===== config.mk =====
export PLATFORM = sky130hd
export DESIGN_NAME = hazard_scoreboard_flat
export DESIGN_NICKNAME = d
export VERILOG_FILES = /design/src/rtl/hazard_scoreboard_pkg.sv /design/src/rtl/hazard_scoreboard_if.sv /design/src/rtl/hazard_scoreboard_entry.sv /design/src/rtl/hazard_scoreboard.sv /design/src/flat_wrapper.sv
export SDC_FILE = /design/constraint.sdc
export NUM_CORES = 1
export LEC_CHECK = 0
export ABC_AREA = 1
export CAP_MARGIN = 20
export CORE_MARGIN = 10
export CORE_UTILIZATION = 51
export DETAILED_ROUTE_END_ITERATION = 10
export PLACE_DENSITY = 0.72
export SLEW_MARGIN = 25
export SYNTH_ARGS = -nofsm -noshare
export SYNTH_HDL_FRONTEND = slang
export SYNTH_SLANG_ARGS = --single-unit
export TNS_END_PERCENT = 30

===== constraint.sdc =====
create_clock -name clk_i -period 4.9 [get_ports clk_i]
set_input_delay 0.49 -clock clk_i [delete_from_list [all_inputs] [get_ports clk_i]]
set_output_delay 0.49 -clock clk_i [all_outputs]
set_load 0.1 [all_outputs]

===== src/rtl/hazard_scoreboard_pkg.sv =====
// Shared constants for the ID-stage hazard scoreboard: register index width,
// default result latencies and the countdown counter width.
package hazard_pkg;

    localparam int REG_W        = 5;
    localparam int NREG         = 32;
    localparam int LAT_ALU      = 0;
    localparam int LOAD_LAT_DEF = 1;
    localparam int MUL_LAT_DEF  = 3;

    // Width needed to hold the longest latency (and zero).
    function automatic int hz_cnt_w(input int load_lat, input int mul_lat);
        int max_lat;
        max_lat = (load_lat > mul_lat) ? load_lat : mul_lat;
        return (max_lat < 1) ? 1 : $clog2(max_lat + 1);
    endfunction

    localparam int CNT_W = hz_cnt_w(LOAD_LAT_DEF, MUL_LAT_DEF);

endpackage


===== src/rtl/hazard_scoreboard_if.sv =====
// ID-stage <-> scoreboard signal bundle. The ID side (master) presents the
// decoded instruction; the scoreboard (slave) answers with stall/bubble/issue.
// Optional HZ_STALL_CNT_EN adds a free-running stall-cycle counter output.
interface hazard_scoreboard_if;
    import hazard_pkg::*;

    logic             id_valid_i;
    logic [REG_W-1:0] id_rs_i;
    logic [REG_W-1:0] id_rt_i;
    logic             id_use_rt_i;
    logic [REG_W-1:0] id_rd_i;
    logic             id_regwrite_i;
    logic             id_memread_i;
    logic             id_mul_i;
    logic             flush_i;
    logic             stall_o;
    logic             bubble_o;
    logic             issue_o;
`ifdef HZ_STALL_CNT_EN
    logic [31:0]      stall_cnt_o;

    modport master (
        output id_valid_i, id_rs_i, id_rt_i, id_use_rt_i, id_rd_i,
               id_regwrite_i, id_memread_i, id_mul_i, flush_i,
        input  stall_o, bubble_o, issue_o, stall_cnt_o
    );
    modport slave (
        input  id_valid_i, id_rs_i, id_rt_i, id_use_rt_i, id_rd_i,
               id_regwrite_i, id_memread_i, id_mul_i, flush_i,
        output stall_o, bubble_o, issue_o, stall_cnt_o
    );
`else
    modport master (
        output id_valid_i, id_rs_i, id_rt_i, id_use_rt_i, id_rd_i,
               id_regwrite_i, id_memread_i, id_mul_i, flush_i,
        input  stall_o, bubble_o, issue_o
    );
    modport slave (
        input  id_valid_i, id_rs_i, id_rt_i, id_use_rt_i, id_rd_i,
               id_regwrite_i, id_memread_i, id_mul_i, flush_i,
        output stall_o, bubble_o, issue_o
    );
`endif

endinterface


===== src/rtl/hazard_scoreboard_entry.sv =====
// One countdown cell: loads a latency on issue, otherwise counts down to zero
// and holds. busy_o is high while the count is nonzero.
module hz_sb_entry #(
    parameter int W = 2
) (
    input  logic         clk_i,
    input  logic         rst_n_i,
    input  logic         load_i,
    input  logic [W-1:0] load_val_i,
    output logic [W-1:0] cnt_o,
    output logic         busy_o
);

    logic [W-1:0] cnt_r;

    // Load overrides the per-cycle decrement; zero is a resting state.
    always_ff @(posedge clk_i or negedge rst_n_i) begin
        if (!rst_n_i) begin
            cnt_r <= {W{1'b0}};
        end else if (load_i) begin
            cnt_r <= load_val_i;
        end else if (cnt_r != {W{1'b0}}) begin
            cnt_r <= cnt_r - W'(1);
        end else begin
            cnt_r <= cnt_r;
        end
    end

    assign cnt_o  = cnt_r;
    assign busy_o = (cnt_r != {W{1'b0}});

endmodule


===== src/rtl/hazard_scoreboard.sv =====
// ID-stage hazard scoreboard. Tracks per-register remaining result latency
// of in-flight writers plus multiplier occupancy, and raises stall/bubble for
// load-use, MUL RAW, MUL structural and WAW hazards. A flush always wins.
// Optional feature macro: HZ_STALL_CNT_EN (adds stall_cnt_o stall-cycle counter).
module hazard_scoreboard
    import hazard_pkg::*;
#(
    parameter int LOAD_LAT = LOAD_LAT_DEF,
    parameter int MUL_LAT  = MUL_LAT_DEF
) (
    input  logic                clk_i,
    input  logic                rst_n_i,
    hazard_scoreboard_if.slave  hz
);

    localparam int CW = hz_cnt_w(LOAD_LAT, MUL_LAT);

    logic [CW-1:0]   cnt_s [NREG];
    logic [NREG-1:0] busy_s;
    logic [NREG-1:1] load_s;
    logic [CW-1:0]   lat_s;
    logic [CW-1:0]   mul_cnt_s;
    logic            mul_busy_s;
    logic            mul_load_s;
    logic            raw_s;
    logic            waw_s;
    logic            struc_s;
    logic            stall_s;
    logic            issue_s;

    // Register 0 is hardwired: never busy, count reads zero.
    assign cnt_s[0]  = {CW{1'b0}};
    assign busy_s[0] = 1'b0;

    for (genvar r = 1; r < NREG; r++) begin : g_reg
        hz_sb_entry #(.W(CW)) u_entry (
            .clk_i      (clk_i),
            .rst_n_i    (rst_n_i),
            .load_i     (load_s[r]),
            .load_val_i (lat_s),
            .cnt_o      (cnt_s[r]),
            .busy_o     (busy_s[r])
        );
    end

    hz_sb_entry #(.W(CW)) u_mul_busy (
        .clk_i      (clk_i),
        .rst_n_i    (rst_n_i),
        .load_i     (mul_load_s),
        .load_val_i (CW'(MUL_LAT)),
        .cnt_o      (mul_cnt_s),
        .busy_o     (mul_busy_s)
    );

    // Result latency of the ID instruction; load wins if both load and mul are set.
    always_comb begin
        lat_s = CW'(LAT_ALU);
        if (hz.id_memread_i) begin
            lat_s = CW'(LOAD_LAT);
        end else if (hz.id_mul_i) begin
            lat_s = CW'(MUL_LAT);
        end else begin
            lat_s = CW'(LAT_ALU);
        end
    end

    // Hazard equations evaluated from the current scoreboard state.
    always_comb begin
        raw_s   = busy_s[hz.id_rs_i] | (hz.id_use_rt_i & busy_s[hz.id_rt_i]);
        waw_s   = hz.id_regwrite_i & (hz.id_rd_i != {REG_W{1'b0}}) &
                  (cnt_s[hz.id_rd_i] > lat_s);
        struc_s = hz.id_mul_i & mul_busy_s;
        stall_s = hz.id_valid_i & ~hz.flush_i & (raw_s | waw_s | struc_s);
        issue_s = hz.id_valid_i & ~hz.flush_i & ~stall_s;
    end

    // Issue decode: which destination entry (if any) and the multiplier get loaded.
    always_comb begin
        load_s     = '0;
        mul_load_s = issue_s & hz.id_mul_i;
        for (int r = 1; r < NREG; r++) begin
            load_s[r] = issue_s & hz.id_regwrite_i & (hz.id_rd_i == REG_W'(r));
        end
    end

    assign hz.stall_o  = stall_s;
    assign hz.bubble_o = stall_s | hz.flush_i;
    assign hz.issue_o  = issue_s;

`ifdef HZ_STALL_CNT_EN
    logic [31:0] stall_cnt_r;

    // Free-running count of stalled cycles, wraps naturally at 2^32.
    always_ff @(posedge clk_i or negedge rst_n_i) begin
        if (!rst_n_i) begin
            stall_cnt_r <= 32'd0;
        end else if (stall_s) begin
            stall_cnt_r <= stall_cnt_r + 32'd1;
        end else begin
            stall_cnt_r <= stall_cnt_r;
        end
    end

    assign hz.stall_cnt_o = stall_cnt_r;
`endif

endmodule


===== src/flat_wrapper.sv =====
// flat-port wrapper written by rule: the top's interface ports become plain ports
module hazard_scoreboard_flat import hazard_pkg::*;
#(
    parameter int LOAD_LAT = LOAD_LAT_DEF,
    parameter int MUL_LAT  = MUL_LAT_DEF
)
  (clk_i, rst_n_i, hz_id_valid_i, hz_id_rs_i, hz_id_rt_i, hz_id_use_rt_i, hz_id_rd_i, hz_id_regwrite_i, hz_id_memread_i, hz_id_mul_i, hz_flush_i, hz_stall_o, hz_bubble_o, hz_issue_o);
  hazard_scoreboard_if hz_i ();
  input  logic clk_i;
  input  logic rst_n_i;
  input wire logic [$bits(hz_i.id_valid_i)-1:0] hz_id_valid_i;
  input wire logic [$bits(hz_i.id_rs_i)-1:0] hz_id_rs_i;
  input wire logic [$bits(hz_i.id_rt_i)-1:0] hz_id_rt_i;
  input wire logic [$bits(hz_i.id_use_rt_i)-1:0] hz_id_use_rt_i;
  input wire logic [$bits(hz_i.id_rd_i)-1:0] hz_id_rd_i;
  input wire logic [$bits(hz_i.id_regwrite_i)-1:0] hz_id_regwrite_i;
  input wire logic [$bits(hz_i.id_memread_i)-1:0] hz_id_memread_i;
  input wire logic [$bits(hz_i.id_mul_i)-1:0] hz_id_mul_i;
  input wire logic [$bits(hz_i.flush_i)-1:0] hz_flush_i;
  output wire logic [$bits(hz_i.stall_o)-1:0] hz_stall_o;
  output wire logic [$bits(hz_i.bubble_o)-1:0] hz_bubble_o;
  output wire logic [$bits(hz_i.issue_o)-1:0] hz_issue_o;
  assign hz_i.id_valid_i = hz_id_valid_i;
  assign hz_i.id_rs_i = hz_id_rs_i;
  assign hz_i.id_rt_i = hz_id_rt_i;
  assign hz_i.id_use_rt_i = hz_id_use_rt_i;
  assign hz_i.id_rd_i = hz_id_rd_i;
  assign hz_i.id_regwrite_i = hz_id_regwrite_i;
  assign hz_i.id_memread_i = hz_id_memread_i;
  assign hz_i.id_mul_i = hz_id_mul_i;
  assign hz_i.flush_i = hz_flush_i;
  assign hz_stall_o = hz_i.stall_o;
  assign hz_bubble_o = hz_i.bubble_o;
  assign hz_issue_o = hz_i.issue_o;
  hazard_scoreboard #(.LOAD_LAT(LOAD_LAT), .MUL_LAT(MUL_LAT)) u_core (.clk_i(clk_i), .rst_n_i(rst_n_i), .hz(hz_i));
endmodule

Word-level counts from Yosys, hierarchy flattened
Index checks and enable logic that the tools add are counted.

operators by class
  $add $sub $neg = 32
  order comparisons = 4
  eq/ne operators = 31
  muxes and demuxes = 73
  bitwise gates (word level) = 47
  reduce and logical (&&, ||, !) cells = 65

operator list
  operator               count
  $mux W2                68
  $reduce_bool A2 Y1     64
  $eq A5 B5 Y1 const B   16
  $sub A2 B1 Y2 const B  32
  $and A1 B1 Y1          40
  $eq A5 B4 Y1 const B   8
  $eq A5 B3 Y1 const B   4
  $lt A5 B6 Y1 const B   2
  $bmux W1 S5            2
  $bmux W2 S5            1
  $eq A5 B2 Y1 const B   2
  $ge A6 B6 Y1 const B   1
  $not A5 Y6             1
  $eq A5 B1 Y1 const B   1
  $reduce_bool A5 Y1     1
  $or A1 B1 Y1           4
  $gt A2 B2 Y1           1
  $mux W1                2
  $not A1 Y1             2

storage, ports and cells
  register bits = 64
  logic and storage cells = 284

Longest topological paths before layout
  word-level depth = 14
  gate-level depth with buffers = 21
  depth with buffers taken out = 20

Modules after synthesis
From an unflattened synthesis, not the netlist that was laid out.

second synthesis, totals
  cell total of the unflattened synthesis = 903
  area, all modules = 5,701.7 um2

modules (own cells, without submodules)
  module             times used  cells an instance  area each (um2)  seq. area each (um2)
  hz_sb_entry        32          17                 122.6            50.0
  hazard_scoreboard  1           359                1,778.0          0.0

Worst setup path after synthesis
Ideal clock, no wire load.

  path type = input to output
  start = input port hz_id_rd_i[4]
  end = output port hz_bubble_o
  arrival time = 4.551 ns
  data required time = 4.410 ns
  setup slack = -0.141 ns
  stages = 16
  path buffers = 3
  cell sequence = clkbuf_1 -> inv_1 -> clkbuf_1 -> clkbuf_1 -> o21ai_0 -> a21oi_1 -> a41oi_1 -> ha_1 -> a21oi_1 -> a21oi_1 -> a31oi_1 -> nand2_1 -> nor2_1 -> nand2_1 -> inv_1 -> o21ai_0

between the ends
  longest elaborated chain between the ends = 10
  elaborated cells on any way between the ends = 12
  classes of those cells = 1 x order compare; 3 x mux; 7 x bitwise; 1 x reduce/logical

RTL lines
  what                                        line                     text
  start, declared                             flat_wrapper.sv:15       input wire logic [$bits(hz_i.id_rd_i)-1:0] hz_id_rd_i;
  $not A5 Y6 (not written as such)            hazard_scoreboard.sv:71  (cnt_s[hz.id_rd_i] > lat_s);
  $bmux W2 S5                                 hazard_scoreboard.sv:71
  $mux W2 (not written as such) (2 in a row)  hazard_scoreboard.sv:71
  $gt A2 B2 Y1                                hazard_scoreboard.sv:71
  $and A1 B1 Y1 (*)                           hazard_scoreboard.sv:70  waw_s = hz.id_regwrite_i & (hz.id_rd_i != {REG_W{1'b0}}) &
  $or A1 B1 Y1 (*) (2 in a row)               hazard_scoreboard.sv:73  stall_s = hz.id_valid_i & ~hz.flush_i & (raw_s | waw_s | struc_s);
  $and A1 B1 Y1 (*)                           hazard_scoreboard.sv:73
  $or A1 B1 Y1 (*)                            hazard_scoreboard.sv:87  assign hz.bubble_o = stall_s | hz.flush_i;
  end, declared                               flat_wrapper.sv:21       output wire logic [$bits(hz_i.bubble_o)-1:0] hz_bubble_o;

Every way passes the cells marked *; elsewhere a longest branch is shown, timed or not. The select of a mux whose other input is x is not followed.

Worst setup path in the final report
  start = input port hz_id_rd_i[0]
  end = output port hz_bubble_o

Same word-level chain as after synthesis.

==> flow_metrics.env <==
export IMPL_synthDistinctLibCells=31
export IMPL_peakVddDrop_uv=214
export IMPL_timing_critical_path_slowest_stage_cell="sky130_fd_sc_hd__clkdlybuf4s50_1"
export IMPL_synth_flop_cell="sky130_fd_sc_hd__dfrtp_1"
export IMPL_worstSetupStartpointType="primary input"
export IMPL_initial_utilization_pct=51.7
export IMPL_timing_critical_path_mode_cell="sky130_fd_sc_hd__nand2_1"
export IMPL_finalClockSkew_ns=0.0143
export IMPL_area_growth_synth_to_final_pct=8.56
export IMPL_power_density_nw_per_um2=588
export IMPL_clock_path_buffers=2
export IMPL_grt_use_met2_pct=35.6
export IMPL_synthArstFlopShare_pct=100
export IMPL_drt_first_pass_iters=7
export IMPL_total_switching_power_mw=1.63
export IMPL_static_leakage_power_nw=3.12
export IMPL_gr_usage_met1_pct=26.8
export IMPL_reg2reg_setup_slack_ns=1.75
export IMPL_min_period_over_period_pct=86.6
export IMPL_post_drt_via_cell_ratio=5.78
export IMPL_ctsHtreeMaxLevel=3
export IMPL_synth_area_um2=5550
export IMPL_cts_hold_buffers=0
export IMPL_critical_path_endpoint_type="primary output"
export IMPL_floorplan_io_pins=26
export IMPL_worst_hold_path_type="in2async"
export IMPL_via_count_of_the_first_global_routing_pass=5871
export IMPL_grt_use_total_pct=21.8
export IMPL_core_area_um2=10700
export IMPL_buffer_type_at_the_clock_tree_root="sky130_fd_sc_hd__clkbuf_8"
export IMPL_cts_resized_gates=0
export IMPL_placement_rows=38
export IMPL_timing_worst_slew_pin_value_ns=0.972
export IMPL_synthesis_area_per_instance_um2=6.56
export IMPL_reg2reg_depth=18
export IMPL_slew_headroom_pct=35.2
export IMPL_syn_nets=903
export IMPL_dieWidth_um=124
export IMPL_grt_most_used_layer="met2"
export IMPL_synth_enable_flop_cells=0
export IMPL_grt_setup_unrepaired="no"
export IMPL_critical_path_max_fanout=10
export IMPL_detailroute_via_count=5742
export IMPL_critical_path_cell_chain="clkdlybuf4s50_1, inv_1, nand2_1, buf_4, o22ai_1, o21ai_0, nand4_1, nor2_1, a41oi_1, ha_1, a21oi_1, a21oi_1, a31oi_1, nand2_1, nor2_1, nand2_1, inv_1, o21ai_1, buf_12"
export IMPL_finish_net_count=907
export IMPL_power_frac_comb_pct=59.3
export IMPL_final_layout_size_suffix_gt1_share_pct=4.45
export IMPL_status="finished clean"
export IMPL_cap_viol_max_count=0
export IMPL_wire_per_inst_um=17.1
export IMPL_post_cts_buffers=0
export IMPL_die_area_um2=15500
export IMPL_max_freq_mhz=236
export IMPL_crit_reg2reg_capture="u_core.g_reg[5].u_entry.cnt_o[1]"
export IMPL_gr_usage_met3_pct=4.38
export IMPL_grt_first_pass_wirelength_mm=28.4
export IMPL_fin_crit_ns=4.24
export IMPL_timing_setup_critical_path_class="in2out"
export IMPL_global_route_overflow_total=0
export IMPL_antenna_cells=0
export IMPL_die_height_um=124
export IMPL_fin_util_pct=56.1
export IMPL_clock_insertion_delay_worst_skew_ns=0.36
export IMPL_r2r_start="u_core.g_reg[29].u_entry.cnt_o[1]"
export IMPL_timing_critical_path_slowest_cell_delay_ns=0.53
export IMPL_pin_count_of_the_biggest_net_entering_global_routing=95
export IMPL_drt_iter0_drc=649
export IMPL_netSwitchingFraction_pct=45.9
export IMPL_syn_inst=846
export IMPL_antenna_found_initial=0
export IMPL_remaining_antenna_violation_count=0
export IMPL_p_int_mw=1.92
export IMPL_synth_seq_area_share_pct=28.8
export IMPL_crit_arrival_ns=3.75
export IMPL_power_share_sequential_pct=28.4
export IMPL_worst_setup_path_startpoint="hz_id_rd_i[0]"
export IMPL_report_final_slew_viol_count=0
export IMPL_dp_hpwl_mm=11.4
export IMPL_detail_route_wirelength_mm=17.0
export IMPL_path_clk_slew_ns=0.08
export IMPL_critical_path_required_ns=4.41
export IMPL_final_hold_violating_endpoints=0
export IMPL_remaining_drc_errors=0
export IMPL_synth_warnings=0
export IMPL_number_of_input_and_output_port_buffers_inserted=25
export IMPL_proportion_of_power_drawn_by_the_clock_network_pct=12.3
export IMPL_final_report_setup_violation_count=0
export IMPL_tritoncts="yes"
export IMPL_cts_buffers=9
export IMPL_gpl_final_weighted_congestion=0.945
export IMPL_cts_num_sinks=64
export IMPL_ys_ff_latch=64
export IMPL_tns_ns=0
[synthesized netlist by cell type (2+ instances only)]
cell	instances	area, µm²
sky130_fd_sc_hd__buf_6	9	101
sky130_fd_sc_hd__nand4_1	64	400
sky130_fd_sc_hd__o21ai_0	44	220
sky130_fd_sc_hd__a22oi_1	2	15.0
sky130_fd_sc_hd__a21oi_1	6	30.0
sky130_fd_sc_hd__nand3_1	89	445
sky130_fd_sc_hd__nor3_1	21	105
sky130_fd_sc_hd__nor2_1	22	82.6
sky130_fd_sc_hd__clkbuf_1	23	86.3
sky130_fd_sc_hd__buf_4	2	15.0
sky130_fd_sc_hd__inv_1	145	544
sky130_fd_sc_hd__buf_1	4	15.0
sky130_fd_sc_hd__o221ai_1	2	17.5
sky130_fd_sc_hd__xnor2_1	31	272
sky130_fd_sc_hd__ha_1	34	425
sky130_fd_sc_hd__buf_2	6	30.0
sky130_fd_sc_hd__dfrtp_1	64	1600
sky130_fd_sc_hd__o22ai_1	24	150
sky130_fd_sc_hd__inv_2	5	18.8
sky130_fd_sc_hd__nand2_1	238	893
[cell usage in the layout, fill, tap and decap left out, drive strengths merged, types with 2 or more instances in the layout]
master,Yosys,final
nand2,238,238
inv,150,150
nand3,89,89
nand4,64,64
dfrtp,64,64
o21ai,44,44
ha,34,34
xnor2,31,31
o22ai,24,24
nor2,23,23
nor3,21,21
clkdlybuf4s50,0,20
buf,21,17
clkbuf,23,14
a21oi,6,6
a22oi,2,2
o221ai,2,2
clkinv,2,2
[how the worst max path moves through the flow]
stage	end	slack, ns	cells after the start
5_1_grt	hz_bubble_o	0.37	19
4_1_cts	hz_bubble_o	0.69	19
3_3_place_gp	u_core.g_reg[21].u_entry.cnt_o[1]	0.70	21
2_1_floorplan	hz_bubble_o	0.62	16
3_5_place_dp	u_core.g_reg[5].u_entry.cnt_o[1]	0.62	21
6_report	hz_bubble_o	0.66	19
[critical path, delay by kind of cell]
family / cells / cell delay (ns)
compound gates: 7 / 0.88
fa+ha+maj: 1 / 0.32
simple gates: 6 / 0.89
buf+inv: 5 / 1.16
[power by group through the flow]
stage | registers [mW] | clock network [mW] | logic (mW)
floorplan | 0.967 | 0 | 1.68
global placement | 1.00 | 0 | 1.98
detailed placement | 1.01 | 0 | 2.07
CTS | 1.00 | 0.437 | 2.09
global route | 1.04 | 0.458 | 2.46
finish | 1.01 | 0.436 | 2.10
[per-stage QoR]
step                      setup WS, ns  area [µm²]  total power [mW]  instances  hold WS, ns
after floorplan                  0.616        5550              2.64        846        0.194
after global routing             0.368        6030              3.95        993        0.406
after global placement           0.700        5860              2.98        979        0.495
after detailed placement         0.618        5860              3.08        979        0.509
final                            0.655        6030              3.54        993        0.318
after CTS                        0.686        6030              3.53        993        0.355
[flip-flops by register name, summed over array words and instances, names as in the netlist]
signal / cells
u_core.g.u_entry.cnt_o: 62
u_core.u_mul_busy.cnt_o: 2
[per-layer routing]
| layer | routed length, µm | vias to the layer above |
|---|---|---|
| met5 | 0 | - |
| met3 | 1490 | 53 |
| met2 | 7970 | 269 |
| li1 | - | 2767 |
| met1 | 6960 | 2653 |
| met4 | 548 | 0 |
[logic make-up (layout without fill, tap and decap cells)]
kind of cell             after synthesis  in the layout  share of synthesized area (%)
buffers and inverters                196            203                           14.8
AND/OR/NAND/NOR                      436            436                           35.0
XOR/XNOR                              32             32                           5.05
AO/OA/AOI/OAI                         84             84                           8.68
adder cells (fa/ha/maj)               34             34                           7.66
flip-flops                            64             64                           28.8
[cell type report]
cell class | instances | area, µm²
clock buffer | 14 | 173
fill | 1070 | 4720
inverter | 152 | 572
multi-input combinational | 586 | 3130
sequential | 64 | 1600
tap | 140 | 175
timing repair buffer | 37 | 373
Power figures use the tool's default switching activity.
==> patch, RTL diff (config.mk and constraints unchanged) <==
The package constant `LOAD_LAT_DEF` goes from 1 to 2.
--- a/src/rtl/hazard_scoreboard_pkg.sv
+++ b/src/rtl/hazard_scoreboard_pkg.sv
@@ -6,5 +6,5 @@
     localparam int NREG         = 32;
     localparam int LAT_ALU      = 0;
-    localparam int LOAD_LAT_DEF = 1;
+    localparam int LOAD_LAT_DEF = 2;
     localparam int MUL_LAT_DEF  = 3;
 
Formal check against the unedited RTL: not equivalent (Yosys sat finds a counterexample within 4 cycles, from zero or initial values and one cycle with rst_n_i low).
==> patch against the unedited design <==
Sequential cell count stayed put. Area after synthesis is 1.2% higher. Worst setup slack worse by 270 ps. Synthesized cell count is 1.2% lower. Power is 3.6% higher. Cell area is 2.1% higher. Routed wire length is 3.7% higher. Final cell count stayed put. Hold slack worse by 8.4 ps. Via count is 1.1% lower. Largest cell class unchanged.
==> patch: results (changes against the unedited design) <==
Run status
  – Status: finished clean

Clock tree
  – Clock transition at path regs: 80 ps (about the same)
  – Clock latency on the worst-skew pair: 380 ps (+20 ps)
  – Post CTS Setup Buffer Count: 0 (unchanged)

Synth
  – Post-synth top cells: nand2_1 (206), inv_1 (179), dfrtp_1 (64), nand3_1 (63), o21ai_0 (48)
  – Synth Flop Type: dfrtp_1
  – Synth unique cells: 33 (+6.5%)
  – Largest cells by area after synthesis: dfrtp_1 (29%), nand2_1 (14%), inv_1 (12%)
  – Sequential share of the synthesized area: 28.5% (-0.34 points)
  – Asr flop ratio synth: 100% (unchanged)
  – Syn_nets: 893 (-1.1%)

Global routing
  – Largest net degree at the start of global routing: 65 (-32%)
  – GRT Resource Usage Total: 22.1% (+0.23 points)
  – First-pass GRT wire length: 28.2 mm (-0.49%)
  – Number of global-route vias before repair: 5500 (-6.3%)

Worst setup path
  – WP data arrival: 4030 ps (+280 ps)
  – FF-to-FF setup slack: 1810 ps (+60 ps)
  – Critical path fanouts, max: 18 (+8)

Placed design
  – DP Wirelength: 12.2 mm (+7.0%)
  – Worst slack, placed: 341 ps (-278 ps)
  – GP Congestion: 1.00 (+5.8%)

Cells and area
  – Layout cells sized above 1: 7.85% (+3.4 points)
  – Layout filler cell count: 1023 (-4.4%)
  – Nets@finish: 905 (-0.22%)

Timing
  – Minimum clock period: 4520 ps (+271 ps)
  – Slew @ Worst Pin: 871 ps (-101 ps)
  – Worst Skew: 13.0 ps (-1.30 ps)

Route
  – Vias/cell: 5.72 (-1.1%)
  – 1st-pass router iterations: 8 (+1)
  – Initial drt markers: 640 (-1.4%)
  – WL/cell: 17.7 um (+3.7%)

Power and ir drop
  – Worst vdd ir: 0.000286 V (+34%)
  – Leakage: 3.34 nW (+7.1%)
==> patch: changes by cell type after synthesis, moves of 26 or more <==
cell,delta
inv_1,+34
nand2_1,-32
nand3_1,-26
nand3_2,+27
nand4_1,-32
o21ai_1,+27
xnor2_1,-31
xor2_1,+31
==> patch: final cells by class <==
cell class                 count  area, sq um  area share, %
clock buffer                  13          159           2.58
clock inverter                 3         40.0          0.651
inverter                     183          692           11.2
multi-input combinational    553         3130           50.8
sequential                    64         1600           26.0
tap                          140          175           2.85
timing repair buffer          37          360           5.86
==> patch: cell families after synthesis <==
group	share of synthesized area (%)
compound gates	11.3
fa+ha+maj	7.57
buf+inv	15.9
xor+xnor	4.99
flops	28.5
simple gates	31.7
==> patch: worst paths after layout <==
path | endpoint | cells past startpoint | startpoint
setup reg to reg | u_core.g_reg[1].u_entry.cnt_o[1] | 18 | u_core.g_reg[18].u_entry.cnt_o[1]
max in group asynchronous | u_core.g_reg[5].u_entry.cnt_o[0] | 2 | rst_n_i
hold / removal | u_core.g_reg[19].u_entry.cnt_o[1] | 2 | rst_n_i
hold reg to reg | u_core.u_mul_busy.cnt_o[0] | 2 | u_core.u_mul_busy.cnt_o[0]
setup / recovery | hz_bubble_o | 19 | hz_id_rd_i[1]
min in group clk_i | u_core.u_mul_busy.cnt_o[0] | 2 | u_core.u_mul_busy.cnt_o[0]
==> patch: worst max-delay path, delay by kind of cell <==
kind	cells	cell delay [ps]
buffers and inverters	5	1380
AOI/OAI and AO/OA	7	1110
adders and majority gates	1	280
and+or+nand+nor	6	740
==> patch: metal layers <==
metal / part of all wire [%] / GRT usage [%] / vias up
li1: - / - / 2698
met1: 41 / 27.5 / 2654
met2: 47 / 36.1 / 277
met3: 8.0 / 3.51 / 51
met4: 3.5 / 11.3 / 0
met5: 0 / 0 / -
==> patch: power breakdown <==
group / switching [mW] / internal (mW) / total, mW
sequential: 0.188 / 0.833 / 1.02
combinational: 1.29 / 0.857 / 2.15
clock: 0.237 / 0.262 / 0.499
total: 1.72 / 1.95 / 3.67
==> patch: through the flow <==
stage / hold slack (ps) / cell area [sq um] / utilization (%) / instances
after floorplan: 194 / 5620 / - / 836
after global placement: 496 / 5950 / 55.1 / 977
after detailed placement: 502 / 5950 / 55.1 / 977
after CTS: 344 / 6150 / 57.0 / 993
after global routing: 384 / 6150 / 57.0 / 993
final: 310 / 6150 / 57.0 / 993
